<file path="src/rtl/shr32_pkg.sv">
// Shared definitions for the shared 32-bit truncated right-shifter arbiter.
package shr32_pkg;

    localparam int SHR_W   = 32;
    localparam int SHAMT_W = 5;
    localparam int CNT_W   = 16;

    typedef enum logic [1:0] {
        IDLE = 2'd0,
        EXEC = 2'd1,
        DONE = 2'd2
    } state_t;

endpackage

</file>
<file path="src/rtl/G_TRShifter32.sv">
// Gate-level 32-bit truncated logical right shifter: five log-stages of 2:1 muxes,
// bits shifted past bit 0 are dropped and zeros fill from the top.
module G_TRShifter32
    import shr32_pkg::*;
(
    input  logic [SHR_W-1:0]   In1,
    input  logic [SHAMT_W-1:0] In2,
    output logic [SHR_W-1:0]   Out
);

    logic [SHAMT_W:0][SHR_W-1:0] stage;

    assign stage[0] = In1;

    for (genvar k = 0; k < SHAMT_W; k++) begin : g_stage
        localparam int DIST = 1 << k;
        for (genvar i = 0; i < SHR_W; i++) begin : g_bit
            if (i + DIST < SHR_W) begin : g_mux
                assign stage[k+1][i] = (In2[k] & stage[k][i+DIST]) | (~In2[k] & stage[k][i]);
            end else begin : g_zero
                // Source bit lies above the MSB: a selected shift pulls in zero.
                assign stage[k+1][i] = ~In2[k] & stage[k][i];
            end
        end
    end

    assign Out = stage[SHAMT_W];

endmodule

</file>
<file path="src/rtl/shr32_arbiter.sv">
// Two-requester round-robin arbiter sharing one G_TRShifter32; each operation is
// registered, shifted in EXEC, and presented in DONE with the issuing requester's ID.
module shr32_arbiter
    import shr32_pkg::*;
#(
    parameter bit PRIO_INIT = 1'b0
) (
    input  logic               clk,
    input  logic               rst_n,
    input  logic               req0_valid,
    input  logic [SHR_W-1:0]   req0_data,
    input  logic [SHAMT_W-1:0] req0_shamt,
    output logic               req0_ready,
    input  logic               req1_valid,
    input  logic [SHR_W-1:0]   req1_data,
    input  logic [SHAMT_W-1:0] req1_shamt,
    output logic               req1_ready,
    output logic               res_valid,
    input  logic               res_ready,
    output logic [SHR_W-1:0]   res_data,
    output logic               res_id,
    output logic               busy,
    output logic [CNT_W-1:0]   op_count
);

    state_t               state_q, state_d;
    logic                 last_grant_q;
    logic [SHR_W-1:0]     opa_q;
    logic [SHAMT_W-1:0]   shamt_q;
    logic                 id_q;
    logic                 grant0, grant1, accept;
    logic [SHR_W-1:0]     shift_out;

    // A lone requester always wins; under contention the one not granted last time wins.
    assign grant0 = req0_valid & (~req1_valid | last_grant_q);
    assign grant1 = req1_valid & (~req0_valid | ~last_grant_q);
    assign accept = (state_q == IDLE) & (grant0 | grant1);

    // NOTE: sequential state uses non-blocking assignments so every register samples
    // pre-edge values; blocking here would create order-dependent simulation races.
    always_ff @(posedge clk or negedge rst_n) begin
        if (!rst_n) state_q <= IDLE;
        else        state_q <= state_d;
    end

    // NOTE: the default assignment before the case keeps this block free of inferred latches.
    always_comb begin
        state_d = state_q;
        case (state_q)
            IDLE:    if (accept) state_d = EXEC;
            EXEC:    state_d = DONE;
            DONE:    if (res_ready) state_d = IDLE;
            default: state_d = IDLE;
        endcase
    end

    always_comb begin
        req0_ready = (state_q == IDLE) & grant0;
        req1_ready = (state_q == IDLE) & grant1;
        res_valid  = (state_q == DONE);
        busy       = (state_q != IDLE);
    end

    always_ff @(posedge clk or negedge rst_n) begin
        if (!rst_n) begin
            opa_q        <= '0;
            shamt_q      <= '0;
            id_q         <= 1'b0;
            last_grant_q <= ~PRIO_INIT;
        end else if (accept) begin
            opa_q        <= grant1 ? req1_data  : req0_data;
            shamt_q      <= grant1 ? req1_shamt : req0_shamt;
            id_q         <= grant1;
            last_grant_q <= grant1;
        end
    end

    G_TRShifter32 u_shifter (
        .In1 (opa_q),
        .In2 (shamt_q),
        .Out (shift_out)
    );

    // Result registers only load in EXEC, so they stay frozen through DONE.
    always_ff @(posedge clk or negedge rst_n) begin
        if (!rst_n) begin
            res_data <= '0;
            res_id   <= 1'b0;
        end else if (state_q == EXEC) begin
            res_data <= shift_out;
            res_id   <= id_q;
        end
    end

    always_ff @(posedge clk or negedge rst_n) begin
        if (!rst_n)                               op_count <= '0;
        else if ((state_q == DONE) && res_ready)  op_count <= op_count + 1'b1;
    end

endmodule

</file>
<file path="config.mk">
export PLATFORM = sky130hd
export DESIGN_NAME = shr32_arbiter
export DESIGN_NICKNAME = d
export VERILOG_FILES = /design/src/rtl/shr32_pkg.sv /design/src/rtl/G_TRShifter32.sv /design/src/rtl/shr32_arbiter.sv
export SDC_FILE = /design/constraint.sdc
export NUM_CORES = 1
export LEC_CHECK = 0
export ABC_AREA = 1
export BUFFER_PORTS_ARGS = -buffer_cell sky130_fd_sc_hd__buf_2
export CAP_MARGIN = 20
export CORE_UTILIZATION = 40
export CTS_CLUSTER_SIZE = 12
export DETAILED_ROUTE_END_ITERATION = 8
export GPL_ROUTABILITY_DRIVEN = 0
export PLACE_DENSITY = 0.61
export SYNTH_ARGS = -nofsm -noshare
export SYNTH_HDL_FRONTEND = slang
export SYNTH_SLANG_ARGS = --single-unit
</file>
<file path="constraint.sdc">
create_clock -name clk -period 4.3 [get_ports clk]
set_input_delay 0.43 -clock clk [delete_from_list [all_inputs] [get_ports clk]]
set_output_delay 0.43 -clock clk [all_outputs]
set_load 0.01 [all_outputs]
</file>
# == Word level (Yosys, flattened, before mapping) ==
# Cells that the tools add are included.
# totals
mem_count,0
register_bits,90
output_inout_bits,53
mem_bits_ro,0
ram_bits,0
latch_bits,0
# classes
n_bitwise,434
magnitude_cmp,0
n_eq_ne,4
n_reduce_logical,4
mul,0
addsub,1
mux,5
n_shift,0
div_mod_pow,0
# ops
op,count
$and 1x1->1,294
$or 1x1->1,132
$mux 32,1
$add 16x1->16 const B,1
$not 1->1,8
$pmux 2 s3,1
$mux 5,1
$mux 2,2
$eq 2x1->1 const B,1
$eq 2x2->1 const B,1
$logic_not 2->1,1
$ne 2x1->1 const B,1
$ne 2x2->1 const B,1
$reduce_and 2->1,1
$reduce_bool 2->1,1
$logic_and 1x1->1,1

# == Depth between registers and ports, before layout ==
# Gate-level depths: netlist (run 1).
# logic_depth
depth_word,11
mapped_depth,11
depth_no_buf,10

# == Hierarchy ==
# From an unflattened synthesis (run 1), not the netlist that was laid out.
# hier_totals
hier_cells,750
hier_area_um2,5635.4
# modules_own_cells
mod,cells_per_inst,n_inst,seq_area_each_um2,area_each_um2
shr32_arbiter,387,1,2253.4,4023.9
G_TRShifter32,363,1,0.0,1611.5

# == Worst setup path before layout (run 1) ==
# OpenSTA, ideal clock, no wires.
# synth_path
kind,register to register
start,register state_q[1]
end,register opa_q[0]
path_stages_with_launch,9
slack_ns,2.847
setup_time_ns,0.130
t_arrival_ns,1.323
path_buffers,2
synth_period_minus_slack_ns,1.453
cell_sequence,dfrtp_1 -> nor2_1 -> inv_1 -> nor2_2 -> nor2_1 -> inv_2 -> buf_6 -> buf_2 -> a31oi_1
# synth_between
elab_chain_len,2
# synth_rtl
item,line,rtl
"start, declared",shr32_arbiter.sv:26,"state_t state_q, state_d;"
"start signal, assigned",shr32_arbiter.sv:43,else state_q <= state_d;
$logic_not 2->1,shr32_arbiter.sv:37,assign accept = (state_q == IDLE) & (grant0 | grant1);
$and 1x1->1,shr32_arbiter.sv:37,
"end signal, assigned",shr32_arbiter.sv:71,opa_q <= grant1 ? req1_data : req0_data;
"end, declared",shr32_arbiter.sv:28,logic [SHR_W-1:0] opa_q;
# No other way between the ends.
# A chain may end at the register's enable or synchronous reset.

# == Worst setup path after layout (run 1) ==
# layout_path
start,register shamt_q[2]
end,register res_data[21]
# layout_between
elab_chain_len,6
elab_cells_between_ends,9
# layout_rtl
item,line,rtl
"start, declared",shr32_arbiter.sv:29,logic [SHAMT_W-1:0] shamt_q;
"start signal, assigned",shr32_arbiter.sv:72,shamt_q <= grant1 ? req1_shamt : req0_shamt;
$not 1->1,"G_TRShifter32.sv:19, G_TRShifter32.sv:22",
$and 1x1->1,G_TRShifter32.sv:19,assign stage[k+1][i] = (In2[k] & stage[k][i+DIST]) | (~In2[k] & stage[k][i]);
$or 1x1->1,G_TRShifter32.sv:19,
$and 1x1->1,G_TRShifter32.sv:19,
$or 1x1->1 (*),G_TRShifter32.sv:19,
$and 1x1->1 (*),G_TRShifter32.sv:22,assign stage[k+1][i] = ~In2[k] & stage[k][i];
"end signal, assigned",shr32_arbiter.sv:90,res_data <= shift_out;
"end, declared",shr32_arbiter.sv:20,"output logic [SHR_W-1:0] res_data,"
# Mark *: on every way between the ends. The rest lies on a longest branch, timed or not.

==> metrics.md, run 1 <==
| Metric | Value |
|---|---|
| Max IR drop VDD | `between 0.3 and 0.4 mV` |
| # DRC | `0` |
| Post-Synthesis Cells | `between 700 and 800` |
| Total Routing Usage GR | `22.4%` |
| Adder-cell area share of the yosys netlist | `less than 1%` |
| RSZ-0062 raised after global routing | `no` |
| Clock Sinks | `90` |
| Worst Tran Pin Value | `between 1 and 1.5 ns` |
| Synthesized area | `~5400 µm²` |
| Layout cells sized above 1 | `21.5%` |
| Sequential cell area fraction in the yosys report | `42.0%` |
| Area added between synthesis and finish | `19.9%` |
| PwrDens | `~790 nW/µm²` |
| Root buf cell | `clkbuf_16` |
| Post-synthesis mux area share | `less than 1%` |
| Hold Path Class | `input port to asynchronous set/reset pin` |
| Initial Utilization | `between 40% and 50%` |
| Layout Skew | `a little over 0.006 ns` |
| DIE WIDTH | `between 100 and 150 µm` |
| I/O pin cnt | `132` |
| #FFs+latches synth | `90` |
| Simple-gate share of the synthesized area | `between 40 and 50%` |
| Maxcap violations | `0` |
| # diodes | `0` |
| Iteration-0 DRC Markers | `591` |
| Hold Worst Slack | `around 0.068 ns` |
| Crit share post-route | `approximately half` |
| Setup bufs post-CTS | `0` |
| Nets | `slightly above 900` |
| GR Overflow Total | `0` |
| Outcome | `complete, no violations` |
| H-tree levels | `3` |
| Wirelength, routed | `15,100 µm` |
| Pin count of the biggest net entering global routing | `between 90 and 100` |
| Synthesized-area fraction occupied by xor and xnor cells | `under 10%` |
| Final setup vio count | `0` |
| CP arrival | `2.39 ns` |
| Mean post-synth cell area | `roughly 7.3 µm²` |
| # hold bufs at CTS | `0` |
| Initial antenna violation count | `0` |
| Placed Cells | `roughly 990` |
| Register-to-register setup slack | `2.20 ns` |
| Routed vias | `roughly 5,500` |
| Clk slew on worst S/H paths | `0.06 ns` |
| FP Rows | `41` |
| Final Hold Fails | `0` |
| Slew Viols, Final | `0` |
| Port Buffers | `about 130` |
| Setup TNS | `0 ns` |
| Max Fclk | `between 400 and 500 MHz` |
| Net count after synthesis | `812` |
| Synth Area in Compound Gates | `approximately 8.0%` |
| CTS tree | `built` |
| Core box area | `12,800 µm²` |
| Hpwl dp | `11,100 µm` |
| Relative slew slack | `32.6%` |
| Main area contributors after synthesis | `dfrtp_1 (42%), nand3_1 (21%), nand2_1 (12%)` |
| Routed Antenna Nets | `0` |
| Top-area cell type share of the netlist area | `roughly 42%` |
| TritonCTS buffer count | `9` |
| Critical setup path kind | `flip-flop to flip-flop` |
| Drt first pass iters | `5` |
| Crit. End Element | `flip-flop` |
| Clock buffer depth | `2` |
| Largest family of logic cells by synthesized area | `simple AND/OR/NAND/NOR gates` |
| First-pass GRT wire length | `around 25,000 µm` |
| CP required | `between 4 and 5 ns` |
| Number of global-route vias before repair | `about 5,000` |
| Worst-skew pair later-pin latency | `0.35 ns` |
| Wire per inst | `around 15 µm` |
| Final Non-Filler Cells | `between 1,000 and 1,500` |
| Netlist cell types | `35` |
| Synth area leader | `dfrtp_1` |
| Vias per cell | `between 5 and 6` |
| Critical Path Start Type | `flip-flop` |
| CP max FO | `33` |
| Final Critical Period | `roughly 2.1 ns` |
| Die Y | `~120 µm` |
| Synth Warn # | `0` |
| Total Die Area | `between 10,000 and 15,000 µm²` |
| LEAKAGE | `roughly 0.0032 µW` |
| Post-CTS sizing | `0` |
==> synthesized netlist by cell type <==
cell type / n
buf_1: 1
nand4_2: 1
nand3b_1: 2
clkbuf_1: 25
o21ai_0: 10
buf_2: 20
ha_1: 1
nor3_1: 1
inv_2: 5
nor2_4: 5
a22o_1: 2
a22oi_1: 1
o21ai_1: 1
buf_4: 4
mux2_2: 1
a31oi_1: 38
a21oi_2: 1
dfrtp_1: 89
nand2_1: 175
xor2_1: 8
nor2_1: 52
xnor2_1: 5
buf_6: 3
inv_1: 23
nand3_1: 230
nor2_2: 6
o31ai_1: 2
or2_2: 1
a32o_1: 1
nand4_1: 3
dfstp_2: 1
a21oi_1: 3
o211ai_1: 8
nand2_2: 2
nand2_4: 1
==> cell type report <==
class,count,area [µm²]
Clock buffer,11,253
Sequential cell,90,2250
Timing Repair Buffer,139,751
Inverter,28,105
Multi-Input combinational cell,561,2740
Fill cell,1324,6400
Tap cell,172,215
Clock inverter,5,108
==> where the power goes <==
group          total (µW)  switching (µW)  internal [µW]
logic                2700            1800            903
registers            1460             268           1190
clock network         941             337            604
total                5100            2400           2700
==> state kept, by name, summed over array words and instances, names as in the netlist <==
register / count
id_q: 1
state_q: 2
res_id: 1
opa_q: 32
shamt_q: 5
res_data: 32
op_count: 16
last_grant_q: 1
==> placed cells by master (no fill, tap or decap), drive strengths merged <==
cell type / count
nand4: 4
ha: 1
a22oi: 1
bufinv: 3
a21oi: 4
dfstp: 1
or2: 1
a22o: 2
a32o: 1
inv: 30
nor3: 1
clkbuf: 11
buf: 139
nor2: 63
dfrtp: 89
xor2: 8
xnor2: 5
mux2: 1
nand3: 230
o31ai: 2
o21ai: 11
nand3b: 2
nand2: 178
o211ai: 8
a31oi: 38
==> per-stage QoR <==
stage / setup slack (ns) / area (µm²) / utilization [%] / power (µW)
floorplan: 2.85 / 5360 / - / 3470
global placement: 1.85 / 6020 / 46.9 / 4070
detailed placement: 1.67 / 6020 / 46.9 / 4130
CTS: 1.93 / 6380 / 49.7 / 5080
global route: 2.01 / 6430 / 50.1 / 5520
finish: 2.20 / 6430 / 50.1 / 5100
==> worst paths after layout <==
kind,from,end,depth (start not counted)
hold / removal,rst_n,shamt_q[3],1
min in group clk,req0_shamt[0],shamt_q[0],3
hold reg to reg,res_data[23],res_data[23],2
setup / recovery,shamt_q[2],res_data[21],6
max in group asynchronous,rst_n,last_grant_q,2
setup reg to reg,shamt_q[2],res_data[21],6
==> routing by layer <==
| layer | GRT usage (%) | share of wire (%) | routed length (µm) | up-vias |
|---|---|---|---|---|
| li1 | - | - | - | 2704 |
| met1 | 33.4 | 46 | 6960 | 2508 |
| met2 | 31.8 | 44 | 6590 | 230 |
| met3 | 3.39 | 7.9 | 1190 | 23 |
| met4 | 9.38 | 2.4 | 367 | 0 |
| met5 | 0 | 0 | 0 | - |
==> worst max-delay path: stages, from the launching register on <==
cell and delay (ns):
dfrtp_1 0.36, buf_4 0.24, inv_1 0.71, nand3_1 0.25, nand3_1 0.20, nand3_1 0.17, nand2_1 0.10
==> logic make-up (layout without fill, tap and decap cells) <==
| family | after synthesis | in the layout |
|---|---|---|
| AOI/OAI and AO/OA | 67 | 67 |
| xor gates and xnor gates | 13 | 13 |
| adders and majority gates | 1 | 1 |
| buffers and inverters | 81 | 183 |
| DFF | 90 | 90 |
| muxes | 1 | 1 |
| and+or+nand+nor | 479 | 479 |
(Power assumes the default switching activity.)
==> run 2, diff against run 1 <==
--- a/config.mk
+++ b/config.mk
@@ -12,7 +12,7 @@
 export CTS_CLUSTER_SIZE = 12
 export DETAILED_ROUTE_END_ITERATION = 8
 export GPL_ROUTABILITY_DRIVEN = 0
-export PLACE_DENSITY = 0.61
+export PLACE_DENSITY = 0.63
 export SYNTH_ARGS = -nofsm -noshare
 export SYNTH_HDL_FRONTEND = slang
 export SYNTH_SLANG_ARGS = --single-unit
==> constraint.sdc (replaced) <==
create_clock -name clk -period 1.8 [get_ports clk]
set_input_delay 0.18 -clock clk [delete_from_list [all_inputs] [get_ports clk]]
set_output_delay 0.18 -clock clk [all_outputs]
set_load 0.01 [all_outputs]
==> run 2 against run 1 <==
Clock skew is 0.0030 ns higher. Largest power group unchanged. Largest cell class unchanged. Register-to-register slack lost 2.0 ns. Utilization is 0.85 points higher. Global-route usage grew 0.48 points.
==> metrics.md, run 2 (synthesized netlist as in run 1, its figures left out) <==
| Metric | Value |
|---|---|
| Total Die Area | `13,900 µm² (unchanged)` |
| Hold Worst Slack | `0.0862 ns (was 0.0675 ns)` |
| Outcome | `complete, no violations (unchanged)` |
| Iteration-0 DRC Markers | `382 (was 591)` |
| Clock buffer depth | `2 (unchanged)` |
| LEAKAGE | `0.00331 µW (was 0.00324 µW)` |
| Top delay family on crit path | `simple AND/OR/NAND/NOR gates (was buffers and inverters)` |
| Top flop regs | `opa_q x32, res_data x32, op_count x16 (unchanged)` |
| Register-to-register setup slack | `0.17 ns (was 2.20 ns)` |
| Crit. End Element | `flip-flop (unchanged)` |
| Hold Path Class | `input port to flip-flop (was input port to asynchronous set/reset pin)` |
| Critical setup path kind | `flip-flop to flip-flop (unchanged)` |
| Wirelength, routed | `15,400 µm (was 15,100 µm)` |
| Layout Skew | `0.00912 ns (was 0.00610 ns)` |
| CP max FO | `14 (was 33)` |
| Routed Antenna Nets | `0 (unchanged)` |
| FF-to-FF path depth | `8 (was 6)` |
| Maxcap violations | `0 (unchanged)` |
| Most frequent cells in the layout | `nand3_1 (230), nand2_1 (175), buf_2 (130) (unchanged)` |
| Crit share post-route | `90.6% (was 48.8%)` |
| Slew Viols, Final | `0 (unchanged)` |
| Worst-path cell chain | `inv_2, buf_12, nand2_1, nand3_1, nand3_1, nand3_1, nand3_1, nand3_1 (was buf_4, inv_1, nand3_1, nand3_1, nand3_1, nand2_1)` |
| Port Buffers | `131 (unchanged)` |
| Max Fclk | `613 MHz (was 477 MHz)` |
| Pre-CTS setup slack | `0.193 ns (was 1.67 ns)` |
| Total Routing Usage GR | `22.8% (was 22.4%)` |
| Die Y | `118 µm (unchanged)` |
| Setup bufs post-CTS | `0 (unchanged)` |
| Wire per inst | `15.1 µm (was 15.0 µm)` |
| Slowest CP cell | `dfrtp_1 (was inv_1)` |
| H-tree levels | `3 (unchanged)` |
| Area added between synthesis and finish | `21.9% (was 19.9%)` |
| Initial Utilization | `41.8% (unchanged)` |
| # DRC | `0 (unchanged)` |
| Critical Path Start Type | `flip-flop (unchanged)` |
| Layout cells sized above 1 | `22.5% (was 21.5%)` |
| Worst path max stage delay | `0.42 ns (was 0.71 ns)` |
| Power Total | `12,300 µW (was 5100 µW)` |
| Clock Sinks | `90 (unchanged)` |
| RR Endpoint | `res_data[3] (was res_data[21])` |
| Final Hold Fails | `0 (unchanged)` |
| RSZ-0062 raised after global routing | `no (unchanged)` |
| Worst-skew pair later-pin latency | `0.35 ns (about the same)` |
| Worst Tran Pin Value | `0.395 ns (was 1.01 ns)` |
| Most common cell after layout, fill and taps aside | `nand3_1 (unchanged)` |
| Final WS setup | `0.170 ns (was 2.20 ns)` |
| Post-CTS sizing | `0 (unchanged)` |
| GR Overflow Total | `0 (unchanged)` |
| FP Rows | `41 (unchanged)` |
| Final setup vio count | `0 (unchanged)` |
| Relative slew slack | `73.7% (was 32.6%)` |
| Cell mode on critical path | `nand3_1 (unchanged)` |
| First-pass GRT wire length | `25,300 µm (was 24,800 µm)` |
| CTS tree | `built (unchanged)` |
| Worst Hold Launch | `req0_data[0]` |
| CP required | `2.08 ns (was 4.59 ns)` |
| Drt first pass iters | `5 (unchanged)` |
| Core box area | `12,800 µm² (unchanged)` |
| Clk slew on worst S/H paths | `0.06 ns (about the same)` |
| Vias per cell | `5.38 (was 5.43)` |
| Root buf cell | `clkbuf_16 (unchanged)` |
| # diodes | `0 (unchanged)` |
| TritonCTS buffer count | `9 (unchanged)` |
| Hpwl dp | `11,700 µm (was 11,100 µm)` |
| PwrDens | `1880 nW/µm² (was 794 nW/µm²)` |
| I/O pin cnt | `132 (unchanged)` |
| CP bufs+invs | `2 (unchanged)` |
| DIE WIDTH | `118 µm (unchanged)` |
| Routed vias | `5,493 (was 5,465)` |
| WHS Path Cells | `3` |
| Pin count of the biggest net entering global routing | `44 (was 91)` |
| Setup TNS | `0 ns (unchanged)` |
| Nets | `924 (was 909)` |
| Final Critical Period | `1.63 ns (was 2.10 ns)` |
| Hold path endpoint | `opa_q[0]` |
| Worst reg2reg startpoint | `shamt_q[0] (was shamt_q[2])` |
| Max IR drop VDD | `0.664 mV (was 0.317 mV)` |
| CP arrival | `1.91 ns (was 2.39 ns)` |
| Number of global-route vias before repair | `5,018 (was 4,869)` |
| Initial antenna violation count | `0 (unchanged)` |
[run 2: cell types whose count changed in the layout (fill, tap and decap cells not counted)]
cell,previous run,this run
clkinv_2,0,2
clkbuf_8,2,0
buf_16,1,0
buf_4,7,17
clkbuf_1,0,2
buf_12,1,6
bufinv_16,3,2
dlygate4sd3_1,0,1
inv_6,2,1
[run 2: layer usage]
layer  up-vias  global-route usage (%)  routed length, µm
li1       2727                       -                  -
met1      2563                    33.9               7560
met2       189                    34.1               6760
met3        14                    2.96                850
met4         0                    7.69                214
met5         -                       0                  0
[run 2: stage by stage]
| step | instances | area [µm²] | util [%] |
|---|---|---|---|
| finish | 1021 | 6540 | 51.0 |
| global route | 1021 | 6540 | 51.0 |
| CTS | 1021 | 6540 | 51.0 |
| detailed placement | 1004 | 6210 | 48.5 |
| global placement | 1004 | 6210 | 48.5 |
| floorplan | 732 | 5360 | - |
[run 2: final cells by class]
class                   count  area (µm²)
fillers                  1316        6290
multi-input cells         561        2740
flip-flops and latches     90        2250
repair buffers            154         908
clock buffers              11         233
well taps                 172         215
inverters                  28         105
clock inverters             5        78.8
[run 2: worst max path at each step]
stage                     startpoint  cells after the start  slack, ns           to
after floorplan           state_q[1]                      8       0.35     opa_q[0]
after global placement    shamt_q[0]                      8       0.24  res_data[2]
after detailed placement  state_q[1]                      8       0.19     opa_q[4]
after CTS                 state_q[0]                      8       0.18     opa_q[4]
after global routing      shamt_q[0]                     10       0.03  res_data[2]
final                     shamt_q[0]                      8       0.17  res_data[3]
[run 2: worst reg2reg max path: cells and delay by family, from the launching register on]
family,cells,cell delay [ns]
buffers and inverters,2,0.45
flip-flops,1,0.42
AND/OR/NAND/NOR,6,0.70
[run 2: power breakdown]
part           switching [µW]  leakage (µW)  total [µW]  internal (µW)
sequential                678       0.00110        3530           2850
combinational            4330       0.00205        6760           2430
clock                     778      0.000154        2000           1220
total                    5790       0.00331       12300           6500
[run 2: what timing repair did]
item	4_1_cts	5_1_grt
endpoints found under the hold margin	65	0
setup endpoints to repair	0	0
hold buffers	1	0
